### src/rtl/cook_sequencer.sv
// rtl/cook_sequencer.sv - microwave cook-cycle controller: BCD countdown, power duty cycling, door interlock
// Optional end-of-cook beeper enabled by defining COOK_BEEP_EN.
module cook_sequencer #(
   parameter int BEEP_TICKS  = 3,
   parameter int DUTY_WINDOW = 10
) (
   input  logic        clk,
   input  logic        resetn,
   input  logic        tick_1hz,
   input  logic        startn,
   input  logic        stopn,
   input  logic        clearn,
   input  logic        door_closed,
   input  logic        load,
   input  logic [15:0] time_in,
   input  logic [3:0]  power_level,
   output logic        magnetron_on,
   output logic [15:0] time_left,
   output logic [2:0]  state,
   output logic        beep
);

   typedef enum logic [2:0] {
      S_IDLE   = 3'd0,
      S_ARMED  = 3'd1,
      S_COOK   = 3'd2,
      S_PAUSED = 3'd3,
      S_DONE   = 3'd4
   } state_t;

   state_t      cur, nxt;
   logic [15:0] time_nx;
   logic [7:0]  duty, duty_nx, duty_inc;
   logic        on_reg, on_nx;
   logic        startn_q;
   logic        start_evt;
   logic [15:0] load_val;
   logic [3:0]  eff_power;

   // Seconds above 5x saturate the whole seconds field; any other non-BCD digit saturates to 9.
   function automatic logic [15:0] clamp_time(input logic [15:0] t);
      logic [3:0] m1, m0, s1, s0;
      m1 = (t[15:12] > 4'd9) ? 4'd9 : t[15:12];
      m0 = (t[11:8]  > 4'd9) ? 4'd9 : t[11:8];
      if (t[7:4] > 4'd5) begin
         s1 = 4'd5;
         s0 = 4'd9;
      end else begin
         s1 = t[7:4];
         s0 = (t[3:0] > 4'd9) ? 4'd9 : t[3:0];
      end
      return {m1, m0, s1, s0};
   endfunction

   function automatic logic [15:0] bcd_dec(input logic [15:0] t);
      logic [15:0] r;
      r = t;
      if (t[3:0] != 4'd0) begin
         r[3:0] = t[3:0] - 4'd1;
      end else if (t[7:4] != 4'd0) begin
         r[7:4] = t[7:4] - 4'd1;
         r[3:0] = 4'd9;
      end else begin
         r[7:0] = 8'h59;
         if (t[11:8] != 4'd0) begin
            r[11:8] = t[11:8] - 4'd1;
         end else begin
            r[15:12] = t[15:12] - 4'd1;
            r[11:8]  = 4'd9;
         end
      end
      return r;
   endfunction

   assign start_evt = startn_q & ~startn;
   assign load_val  = clamp_time(time_in);
   assign eff_power = (power_level == 4'd0 || power_level > 4'd10) ? 4'd10 : power_level;
   assign duty_inc  = (duty == 8'(DUTY_WINDOW - 1)) ? 8'd0 : duty + 8'd1;

`ifdef COOK_BEEP_EN
   logic       beep_r, beep_nx;
   logic [7:0] bcnt, bcnt_nx;
   assign beep = beep_r;
`else
   assign beep = 1'b0;
`endif

   always_comb begin
      nxt     = cur;
      time_nx = time_left;
      duty_nx = duty;
`ifdef COOK_BEEP_EN
      beep_nx = beep_r;
      bcnt_nx = bcnt;
`endif
      case (cur)
         S_IDLE: begin
            if (!clearn) begin
               time_nx = 16'h0000;
            end else if (load) begin
               time_nx = load_val;
               nxt     = (load_val != 16'h0000) ? S_ARMED : S_IDLE;
            end
         end
         S_ARMED: begin
            if (!clearn) begin
               nxt     = S_IDLE;
               time_nx = 16'h0000;
            end else if (start_evt && door_closed) begin
               nxt     = S_COOK;
               duty_nx = 8'd0;
            end else if (load) begin
               time_nx = load_val;
               nxt     = (load_val != 16'h0000) ? S_ARMED : S_IDLE;
            end
         end
         S_COOK: begin
            if (!door_closed) begin
               nxt = S_PAUSED;
            end else if (!clearn) begin
               nxt     = S_IDLE;
               time_nx = 16'h0000;
            end else if (!stopn) begin
               nxt = S_PAUSED;
            end else if (tick_1hz) begin
               time_nx = bcd_dec(time_left);
               duty_nx = duty_inc;
               if (time_left == 16'h0001) begin
                  nxt = S_DONE;
`ifdef COOK_BEEP_EN
                  beep_nx = 1'b1;
                  bcnt_nx = 8'd0;
`endif
               end
            end
         end
         S_PAUSED: begin
            if (!clearn || !stopn) begin
               nxt     = S_IDLE;
               time_nx = 16'h0000;
            end else if (start_evt && door_closed) begin
               nxt = S_COOK;
            end else if (load) begin
               time_nx = load_val;
               nxt     = (load_val != 16'h0000) ? S_ARMED : S_IDLE;
            end
         end
         S_DONE: begin
`ifdef COOK_BEEP_EN
            if (!door_closed || !clearn || !stopn) begin
               nxt     = S_IDLE;
               beep_nx = 1'b0;
            end else if (tick_1hz) begin
               if (bcnt == 8'(BEEP_TICKS - 1)) begin
                  nxt     = S_IDLE;
                  beep_nx = 1'b0;
               end else begin
                  bcnt_nx = bcnt + 8'd1;
               end
            end
`else
            nxt = S_IDLE;
`endif
         end
         default: nxt = S_IDLE;
      endcase
      on_nx = (nxt == S_COOK) && (duty_nx < {4'd0, eff_power});
   end

   always_ff @(posedge clk) begin
      if (!resetn) begin
         cur       <= S_IDLE;
         time_left <= 16'h0000;
         duty      <= 8'd0;
         on_reg    <= 1'b0;
         startn_q  <= 1'b1;
`ifdef COOK_BEEP_EN
         beep_r    <= 1'b0;
         bcnt      <= 8'd0;
`endif
      end else begin
         cur       <= nxt;
         time_left <= time_nx;
         duty      <= duty_nx;
         on_reg    <= on_nx;
         startn_q  <= startn;
`ifdef COOK_BEEP_EN
         beep_r    <= beep_nx;
         bcnt      <= bcnt_nx;
`endif
      end
   end

   // Door gating stays combinational so an opening door cuts the magnetron immediately.
   assign magnetron_on = on_reg & door_closed;
   assign state        = cur;

endmodule

### config.mk
export PLATFORM = sky130hd
export DESIGN_NAME = cook_sequencer
export DESIGN_NICKNAME = d
export VERILOG_FILES = /design/src/rtl/cook_sequencer.sv
export SDC_FILE = /design/constraint.sdc
export NUM_CORES = 1
export LEC_CHECK = 0
export ABC_AREA = 1
export BUFFER_PORTS_ARGS = -buffer_cell sky130_fd_sc_hd__buf_4
export CORE_ASPECT_RATIO = 1.5
export CORE_MARGIN = 5
export CORE_UTILIZATION = 51
export DETAILED_ROUTE_END_ITERATION = 8
export PLACE_DENSITY = 0.77
export SLEW_MARGIN = 20
export SYNTH_ARGS = -nofsm -noshare
export SYNTH_HDL_FRONTEND = slang
export SYNTH_SLANG_ARGS = --single-unit
### constraint.sdc
create_clock -name clk -period 1.9 [get_ports clk]
set_input_delay 0.095 -clock clk [delete_from_list [all_inputs] [get_ports clk]]
set_output_delay 0.095 -clock clk [all_outputs]
set_load 0.05 [all_outputs]
==> results of run 1 <==
final cells by class:
cell class,count,area [sq um],area share
Tap cell,68,85.1,0.0246
Multi-Input combinational cell,346,1850,0.534
Timing Repair Buffer,80,604,0.175
Sequential cell,29,594,0.172
Inverter,61,239,0.0692
Clock buffer,7,86.3,0.0250
worst paths after layout:
path	startpoint	endpoint	cells past startpoint
worst max register to register	duty[1]$_SDFF_PN0_	on_reg$_SDFF_PN0_	17
worst max-delay path	duty[1]$_SDFF_PN0_	on_reg$_SDFF_PN0_	17
worst min register to register	time_left[7]$_SDFFE_PN0P_	time_left[7]$_SDFFE_PN0P_	2
worst min-delay path	startn	startn_q$_SDFF_PN1_	3
logic make-up after synthesis:
logic type / synth area share
flops: 0.221
simple gates: 0.386
buf+inv: 0.111
compound gates: 0.232
fa+ha+maj: 0.0428
xor+xnor: 0.00666
other cells: 0.00143
where the power goes:
part	leakage, uW	switching (uW)	internal (uW)
Combinational	0.00138	279	152
Sequential	0.000239	26.0	622
Clock	0.0000443	251	287
worst max-delay path, stage by stage, from the launching register on:
cell and delay, ps:
sky130_fd_sc_hd__dfxtp_2 330, sky130_fd_sc_hd__inv_2 70, sky130_fd_sc_hd__ha_4 150, sky130_fd_sc_hd__nand3_4 70, sky130_fd_sc_hd__nor2_4 110, sky130_fd_sc_hd__nand2_2 80, sky130_fd_sc_hd__nand2_4 80, sky130_fd_sc_hd__a21oi_2 40
sky130_fd_sc_hd__o21ai_2 190, sky130_fd_sc_hd__nand2_2 80, sky130_fd_sc_hd__ha_4 220, sky130_fd_sc_hd__a21oi_2 100, sky130_fd_sc_hd__nand2_1 70, sky130_fd_sc_hd__inv_1 60, sky130_fd_sc_hd__nand3_1 70, sky130_fd_sc_hd__nor2_1 130
sky130_fd_sc_hd__nand3_1 80, sky130_fd_sc_hd__nor2_1 100
Yosys cell counts (4+ instances only):
cell | number | area share
sky130_fd_sc_hd__ha_1 | 9 | 0.043
sky130_fd_sc_hd__a31oi_1 | 6 | 0.014
sky130_fd_sc_hd__nand3_1 | 27 | 0.051
sky130_fd_sc_hd__nor2_1 | 68 | 0.097
sky130_fd_sc_hd__nor3_1 | 4 | 0.0076
sky130_fd_sc_hd__o22ai_1 | 4 | 0.0095
sky130_fd_sc_hd__nand4_1 | 7 | 0.017
sky130_fd_sc_hd__inv_1 | 51 | 0.073
sky130_fd_sc_hd__o211ai_1 | 10 | 0.029
sky130_fd_sc_hd__nand2_1 | 100 | 0.14
sky130_fd_sc_hd__o21ai_0 | 33 | 0.063
sky130_fd_sc_hd__a21oi_1 | 37 | 0.070
sky130_fd_sc_hd__inv_2 | 8 | 0.011
sky130_fd_sc_hd__o21ai_1 | 8 | 0.015
sky130_fd_sc_hd__dfxtp_1 | 29 | 0.22
layer usage:
metal | global-route usage | vias up | routed length (um)
met4 | 0.145 | 0 | 431
met1 | 0.271 | 1509 | 3030
li1 | - | 1620 | -
met2 | 0.478 | 142 | 4660
met5 | 0 | - | 0
met3 | 0.0449 | 43 | 496
through the flow:
stage | hold slack, ps | util | cells | TNS (ps)
2_1_floorplan | 215 | - | 445 | -1.35
3_3_place_gp | 326 | 0.641 | 575 | -68.6
3_5_place_dp | 328 | 0.641 | 575 | -113
4_1_cts | 34.3 | 0.668 | 589 | -107
5_1_grt | 43.0 | 0.679 | 591 | -312
6_report | 37.4 | 0.679 | 591 | -188
repair_timing:
| action | CTS | global route |
|---|---|---|
| endpoints found under the setup margin | 1 | 1 |
| pin swaps | 9 | 9 |
| resized for setup | 0 | 9 |
| setup buffers | 7 | 2 |
==> impl_metrics.xml, run 1 <==
<?xml version="1.0" encoding="UTF-8"?>
<metrics>
  <group name="run_status">
    <metric name="status" unit="">finished, violations left</metric>
    <metric name="violations" unit="">setup timing</metric>
  </group>
  <group name="placement">
    <metric name="port_buffers" unit="">47</metric>
    <metric name="worst_slack_at_placement" unit="ps">-113</metric>
    <metric name="dpl_cell_area" unit="sq um">3260</metric>
    <metric name="placer_s_final_routability_congestion_estimate" unit="">0.950</metric>
    <metric name="post-dp-hpwl" unit="mm">6.68</metric>
  </group>
  <group name="floorplanning">
    <metric name="die_height" unit="um">98.0</metric>
    <metric name="design.die.area" unit="sq um">6730</metric>
    <metric name="die_x" unit="um">68.6</metric>
    <metric name="num_io_pins" unit="">49</metric>
    <metric name="start_util" unit="">0.517</metric>
    <metric name="placeableCoreArea" unit="sq um">5080</metric>
    <metric name="row_count" unit="">32</metric>
  </group>
  <group name="grt">
    <metric name="global_route.overflow_total" unit="">0</metric>
    <metric name="antenna_found_initial" unit="">0</metric>
    <metric name="pin_count_of_the_biggest_net_entering_global_routing" unit="">19</metric>
    <metric name="grt_pass1_wl" unit="mm">13.9</metric>
    <metric name="grt.total_usage" unit="">0.264</metric>
    <metric name="grt_pass1_vias" unit="">3258</metric>
  </group>
  <group name="cts">
    <metric name="clock_tree_from_tritoncts" unit="">built</metric>
    <metric name="ctsHtreeMaxLevel" unit="">2</metric>
    <metric name="clock_tree.buffer_depth" unit="">2</metric>
    <metric name="cts-root-buf" unit="">sky130_fd_sc_hd__clkbuf_8</metric>
    <metric name="clkSinkCount" unit="">29</metric>
    <metric name="cts_hold_repair.buffers" unit="">0</metric>
    <metric name="cts_buffers" unit="">5</metric>
    <metric name="clock_slew_seen_by_the_registers_of_the_worst_setup_and_hold_paths" unit="ps">70</metric>
    <metric name="clk_latency" unit="ps">290</metric>
  </group>
  <group name="power_and_ir_drop">
    <metric name="worst_ir_drop_on_vdd" unit="V">0.000319</metric>
    <metric name="total_power" unit="uW">1620</metric>
    <metric name="cellPowerDensity" unit="nW/um^2">468</metric>
    <metric name="p_leak" unit="uW">0.00166</metric>
  </group>
  <group name="finish">
    <metric name="largest-register" unit="">time_left</metric>
    <metric name="fill_cells" unit="">461</metric>
    <metric name="flip_flop_count_of_the_largest_register_all_copies_and_words_added" unit="">16</metric>
    <metric name="final_cell_mix" unit="">sky130_fd_sc_hd__nand2_1, sky130_fd_sc_hd__buf_4, sky130_fd_sc_hd__nor2_1, sky130_fd_sc_hd__inv_1, sky130_fd_sc_hd__a21oi_1</metric>
    <metric name="post_route_cells_drive_above_1_share" unit="">0.266</metric>
    <metric name="nets" unit="">560</metric>
    <metric name="final_common_cell" unit="">sky130_fd_sc_hd__nand2_1</metric>
    <metric name="diodes" unit="">0</metric>
    <metric name="final_design_area_excluding_fillers" unit="sq um">3450</metric>
    <metric name="area_growth" unit="%">31.3</metric>
  </group>
  <group name="worst_setup_path">
    <metric name="worstPathRequired" unit="ps">2130</metric>
    <metric name="worst-r2r-setup-slack" unit="ps">-190</metric>
    <metric name="path_class" unit="">register to register</metric>
    <metric name="critical_path.startpoint_type" unit="">register</metric>
    <metric name="worst_ep_arrival_time" unit="ps">2320</metric>
    <metric name="critical_path_peak_fanout" unit="">2</metric>
    <metric name="critical_path.endpoint_type" unit="">register</metric>
  </group>
  <group name="synth">
    <metric name="synth-warning-count" unit="">0</metric>
    <metric name="post_synth_edffs" unit="">0</metric>
    <metric name="synth.yosys.seq_area_share" unit="">0.221</metric>
    <metric name="top_flip_flop_cell_by_instance_count_after_synthesis" unit="">sky130_fd_sc_hd__dfxtp_1</metric>
    <metric name="synth_cell_type_count" unit="">43</metric>
    <metric name="syn_inst" unit="">445</metric>
    <metric name="synth_async_sr_flop_share" unit="">0</metric>
    <metric name="synth.ff_latch_count" unit="">29</metric>
    <metric name="netlist_area" unit="sq um">2630</metric>
    <metric name="syn_nets" unit="">482</metric>
    <metric name="postSynthAreaPerCell" unit="sq um">5.91</metric>
  </group>
  <group name="sta">
    <metric name="final.min_clock_period" unit="ps">2090</metric>
    <metric name="finalMaxSlewViolations" unit="">0</metric>
    <metric name="final_min_period_over_clock_period" unit="">1.10</metric>
    <metric name="worst_slack" unit="ps">-188</metric>
    <metric name="finalHoldViolations" unit="">0</metric>
    <metric name="fmax" unit="MHz">479</metric>
    <metric name="clock-skew-final" unit="ps">5.75</metric>
    <metric name="rsz0062_at_grt" unit="">yes</metric>
    <metric name="setup_viol_count_final" unit="">1</metric>
  </group>
  <group name="detailed_routing">
    <metric name="drt-wirelength-per-cell" unit="um">14.6</metric>
    <metric name="detailedRoute.firstIterationViolations" unit="">259</metric>
    <metric name="detail_route.drc_violations" unit="">0</metric>
    <metric name="route.antenna.remaining_nets" unit="">0</metric>
    <metric name="route.detailed.vias_per_inst" unit="">5.61</metric>
    <metric name="wirelength" unit="mm">8.62</metric>
    <metric name="number_of_search_and_repair_iterations_in_the_first_detailed_routing_pass" unit="">5</metric>
    <metric name="dr_total_vias" unit="">3314</metric>
  </group>
  <group name="worst_hold_path">
    <metric name="hp-class" unit="">primary input to register</metric>
  </group>
  <group name="run">
    <metric name="max_cap_violation_count" unit="">0</metric>
  </group>
</metrics>
(Power assumes the default switching activity.)
==> run 2, diff against run 1 <==
--- a/config.mk
+++ b/config.mk
@@ -7,11 +7,13 @@
 export LEC_CHECK = 0
 export ABC_AREA = 1
 export BUFFER_PORTS_ARGS = -buffer_cell sky130_fd_sc_hd__buf_4
+export CELL_PAD_IN_SITES_DETAIL_PLACEMENT = 0
+export CELL_PAD_IN_SITES_GLOBAL_PLACEMENT = 1
 export CORE_ASPECT_RATIO = 1.5
 export CORE_MARGIN = 5
-export CORE_UTILIZATION = 51
+export CORE_UTILIZATION = 35
 export DETAILED_ROUTE_END_ITERATION = 8
-export PLACE_DENSITY = 0.77
+export PLACE_DENSITY_LB_ADDON = 0.1
 export SLEW_MARGIN = 20
 export SYNTH_ARGS = -nofsm -noshare
 export SYNTH_HDL_FRONTEND = slang
==> impl_metrics.xml, run 2 (synthesis gave the netlist of run 1 again) <==
<?xml version="1.0" encoding="UTF-8"?>
<metrics>
  <group name="sta">
    <metric name="final.min_clock_period" unit="ps">1930</metric>
    <metric name="clock-skew-final" unit="ps">13.8</metric>
    <metric name="setup_viol_count_final" unit="">2</metric>
    <metric name="finalMaxSlewViolations" unit="">0</metric>
    <metric name="fmax" unit="MHz">517</metric>
    <metric name="worst_slack" unit="ps">-32.6</metric>
    <metric name="timing.setup.tns" unit="ps">-52.5</metric>
    <metric name="final_min_period_over_clock_period" unit="">1.02</metric>
    <metric name="finalHoldViolations" unit="">0</metric>
    <metric name="rsz0062_at_grt" unit="">yes</metric>
  </group>
  <group name="finish">
    <metric name="nets" unit="">565</metric>
    <metric name="flip_flop_count_of_the_largest_register_all_copies_and_words_added" unit="">16</metric>
    <metric name="diodes" unit="">0</metric>
    <metric name="finish.utilization" unit="">0.486</metric>
    <metric name="final_common_cell" unit="">sky130_fd_sc_hd__nand2_1</metric>
    <metric name="area_growth" unit="%">34.2</metric>
    <metric name="final_cell_mix" unit="">sky130_fd_sc_hd__nand2_1, sky130_fd_sc_hd__buf_4, sky130_fd_sc_hd__nor2_1, sky130_fd_sc_hd__inv_1, sky130_fd_sc_hd__a21oi_1</metric>
    <metric name="instances_no_fill" unit="">629</metric>
    <metric name="largest-register" unit="">time_left</metric>
    <metric name="post_route_cells_drive_above_1_share" unit="">0.276</metric>
    <metric name="final_design_area_excluding_fillers" unit="sq um">3530</metric>
  </group>
  <group name="floorplanning">
    <metric name="row_count" unit="">38</metric>
    <metric name="start_util" unit="">0.362</metric>
    <metric name="die_x" unit="um">80.8</metric>
    <metric name="placeableCoreArea" unit="sq um">7270</metric>
    <metric name="num_io_pins" unit="">49</metric>
    <metric name="die_height" unit="um">116</metric>
    <metric name="design.die.area" unit="sq um">9390</metric>
  </group>
  <group name="detailed_routing">
    <metric name="drt-wirelength-per-cell" unit="um">14.5</metric>
    <metric name="wirelength" unit="mm">9.14</metric>
    <metric name="dr_total_vias" unit="">3165</metric>
    <metric name="number_of_search_and_repair_iterations_in_the_first_detailed_routing_pass" unit="">5</metric>
    <metric name="route.detailed.vias_per_inst" unit="">5.03</metric>
    <metric name="detailedRoute.firstIterationViolations" unit="">147</metric>
    <metric name="route.antenna.remaining_nets" unit="">0</metric>
    <metric name="detail_route.drc_violations" unit="">0</metric>
  </group>
  <group name="cts">
    <metric name="ctsHtreeMaxLevel" unit="">2</metric>
    <metric name="cts_buffers" unit="">5</metric>
    <metric name="clock_tree_from_tritoncts" unit="">built</metric>
    <metric name="clock_slew_seen_by_the_registers_of_the_worst_setup_and_hold_paths" unit="ps">70</metric>
    <metric name="clock_tree.buffer_depth" unit="">2</metric>
    <metric name="cts_hold_repair.buffers" unit="">0</metric>
    <metric name="clkSinkCount" unit="">29</metric>
    <metric name="cts-root-buf" unit="">sky130_fd_sc_hd__clkbuf_8</metric>
    <metric name="clk_latency" unit="ps">290</metric>
  </group>
  <group name="worst_setup_path">
    <metric name="path_class" unit="">register to register</metric>
    <metric name="critical_path_peak_fanout" unit="">2</metric>
    <metric name="rr_startpoint" unit="">duty[1]$_SDFF_PN0_</metric>
    <metric name="critical_path.startpoint_type" unit="">register</metric>
    <metric name="rr_endpoint" unit="">duty[2]$_SDFF_PN0_</metric>
    <metric name="worst-r2r-setup-slack" unit="ps">-30</metric>
    <metric name="critical_path.endpoint_type" unit="">register</metric>
    <metric name="worst_ep_arrival_time" unit="ps">2150</metric>
    <metric name="worstPathRequired" unit="ps">2120</metric>
    <metric name="reg2regPathDepth" unit="">16</metric>
  </group>
  <group name="grt">
    <metric name="antenna_found_initial" unit="">0</metric>
    <metric name="grt.total_usage" unit="">0.205</metric>
    <metric name="global_route.overflow_total" unit="">0</metric>
    <metric name="pin_count_of_the_biggest_net_entering_global_routing" unit="">19</metric>
    <metric name="grt_pass1_vias" unit="">3090</metric>
    <metric name="grt_pass1_wl" unit="mm">14.8</metric>
  </group>
  <group name="run_status">
    <metric name="violations" unit="">setup timing</metric>
    <metric name="status" unit="">finished, violations left</metric>
  </group>
  <group name="placement">
    <metric name="placer_s_final_routability_congestion_estimate" unit="">0.917</metric>
    <metric name="post-dp-hpwl" unit="mm">7.26</metric>
    <metric name="dpl_cell_area" unit="sq um">3320</metric>
    <metric name="worst_slack_at_placement" unit="ps">-134</metric>
    <metric name="port_buffers" unit="">47</metric>
    <metric name="dp.cells" unit="">610</metric>
  </group>
  <group name="worst_hold_path">
    <metric name="hp-class" unit="">primary input to register</metric>
    <metric name="worstHoldPathCells" unit="">3</metric>
    <metric name="worstHoldStart" unit="">startn</metric>
    <metric name="hold_path_end" unit="">startn_q$_SDFF_PN1_</metric>
  </group>
  <group name="power_and_ir_drop">
    <metric name="p_leak" unit="uW">0.00168</metric>
    <metric name="cellPowerDensity" unit="nW/um^2">450</metric>
    <metric name="worst_ir_drop_on_vdd" unit="V">0.000287</metric>
  </group>
  <group name="run">
    <metric name="max_cap_violation_count" unit="">0</metric>
  </group>
</metrics>
## run 2: metal layers
layer | global-route usage | part of all wire | vias to the layer above
li1 | - | - | 1638
met1 | 0.210 | 0.38 | 1441
met2 | 0.399 | 0.55 | 67
met3 | 0.0309 | 0.036 | 19
met4 | 0.0913 | 0.031 | 0
met5 | 0 | 0 | -
## run 2: stage by stage
| stage | total power [uW] | hold slack [ps] |
|---|---|---|
| finish | 1590 | 32.6 |
| global route | 1690 | 48.9 |
| CTS | 1620 | 18.8 |
| detailed placement | 1090 | 332 |
| global placement | 1090 | 331 |
| floorplan | 930 | 215 |
## run 2: report_power, final
| group | switching, uW | leakage [uW] | internal, uW |
|---|---|---|---|
| combinational | 282 | 0.00140 | 154 |
| clock | 265 | 0.0000430 | 246 |
| sequential | 22.2 | 0.000239 | 622 |
| total | 569 | 0.00168 | 1020 |
## run 2: how the worst max path moves through the flow
stage                                   start                  to  slack, ps  depth (start not counted)
final                      duty[1]$_SDFF_PN0_  duty[2]$_SDFF_PN0_        -30                         16
after global routing       duty[1]$_SDFF_PN0_   on_reg$_SDFF_PN0_       -190                         17
after CTS                  duty[1]$_SDFF_PN0_   on_reg$_SDFF_PN0_        -40                         17
after detailed placement   duty[1]$_SDFF_PN0_   on_reg$_SDFF_PN0_       -130                         17
after global placement     duty[1]$_SDFF_PN0_   on_reg$_SDFF_PN0_        -80                         17
after floorplan           state[0]$_SDFF_PN0_   on_reg$_SDFF_PN0_         -1                         16
## run 2: layout make-up
type                    count  area (sq um)
multi-input cells         346          1850
inverters                  61           239
well taps                 100           125
flip-flops and latches     29           594
clock buffers               5          68.8
fillers                   790          3740
clock inverters             3          12.5
repair buffers             85           638
## run 2: worst max-delay path, stage by stage, from the launching register on
cell and delay (ps):
sky130_fd_sc_hd__dfxtp_2 330, sky130_fd_sc_hd__inv_2 50, sky130_fd_sc_hd__ha_4 160, sky130_fd_sc_hd__nand3_4 60, sky130_fd_sc_hd__nor2_4 40, sky130_fd_sc_hd__buf_4 130, sky130_fd_sc_hd__nand2_2 50, sky130_fd_sc_hd__nand2_1 60
sky130_fd_sc_hd__o21ai_1 120, sky130_fd_sc_hd__nand2_1 80, sky130_fd_sc_hd__buf_4 130, sky130_fd_sc_hd__buf_4 120, sky130_fd_sc_hd__buf_4 120, sky130_fd_sc_hd__buf_4 120, sky130_fd_sc_hd__buf_4 120, sky130_fd_sc_hd__buf_4 120
sky130_fd_sc_hd__nor2_2 60
## run 2: repair_timing
action	4_1_cts	5_1_grt
pin swaps	8	4
endpoints found under the setup margin	1	2
resized for setup	5	6
endpoints found under the hold margin	0	0
setup buffers	8	3
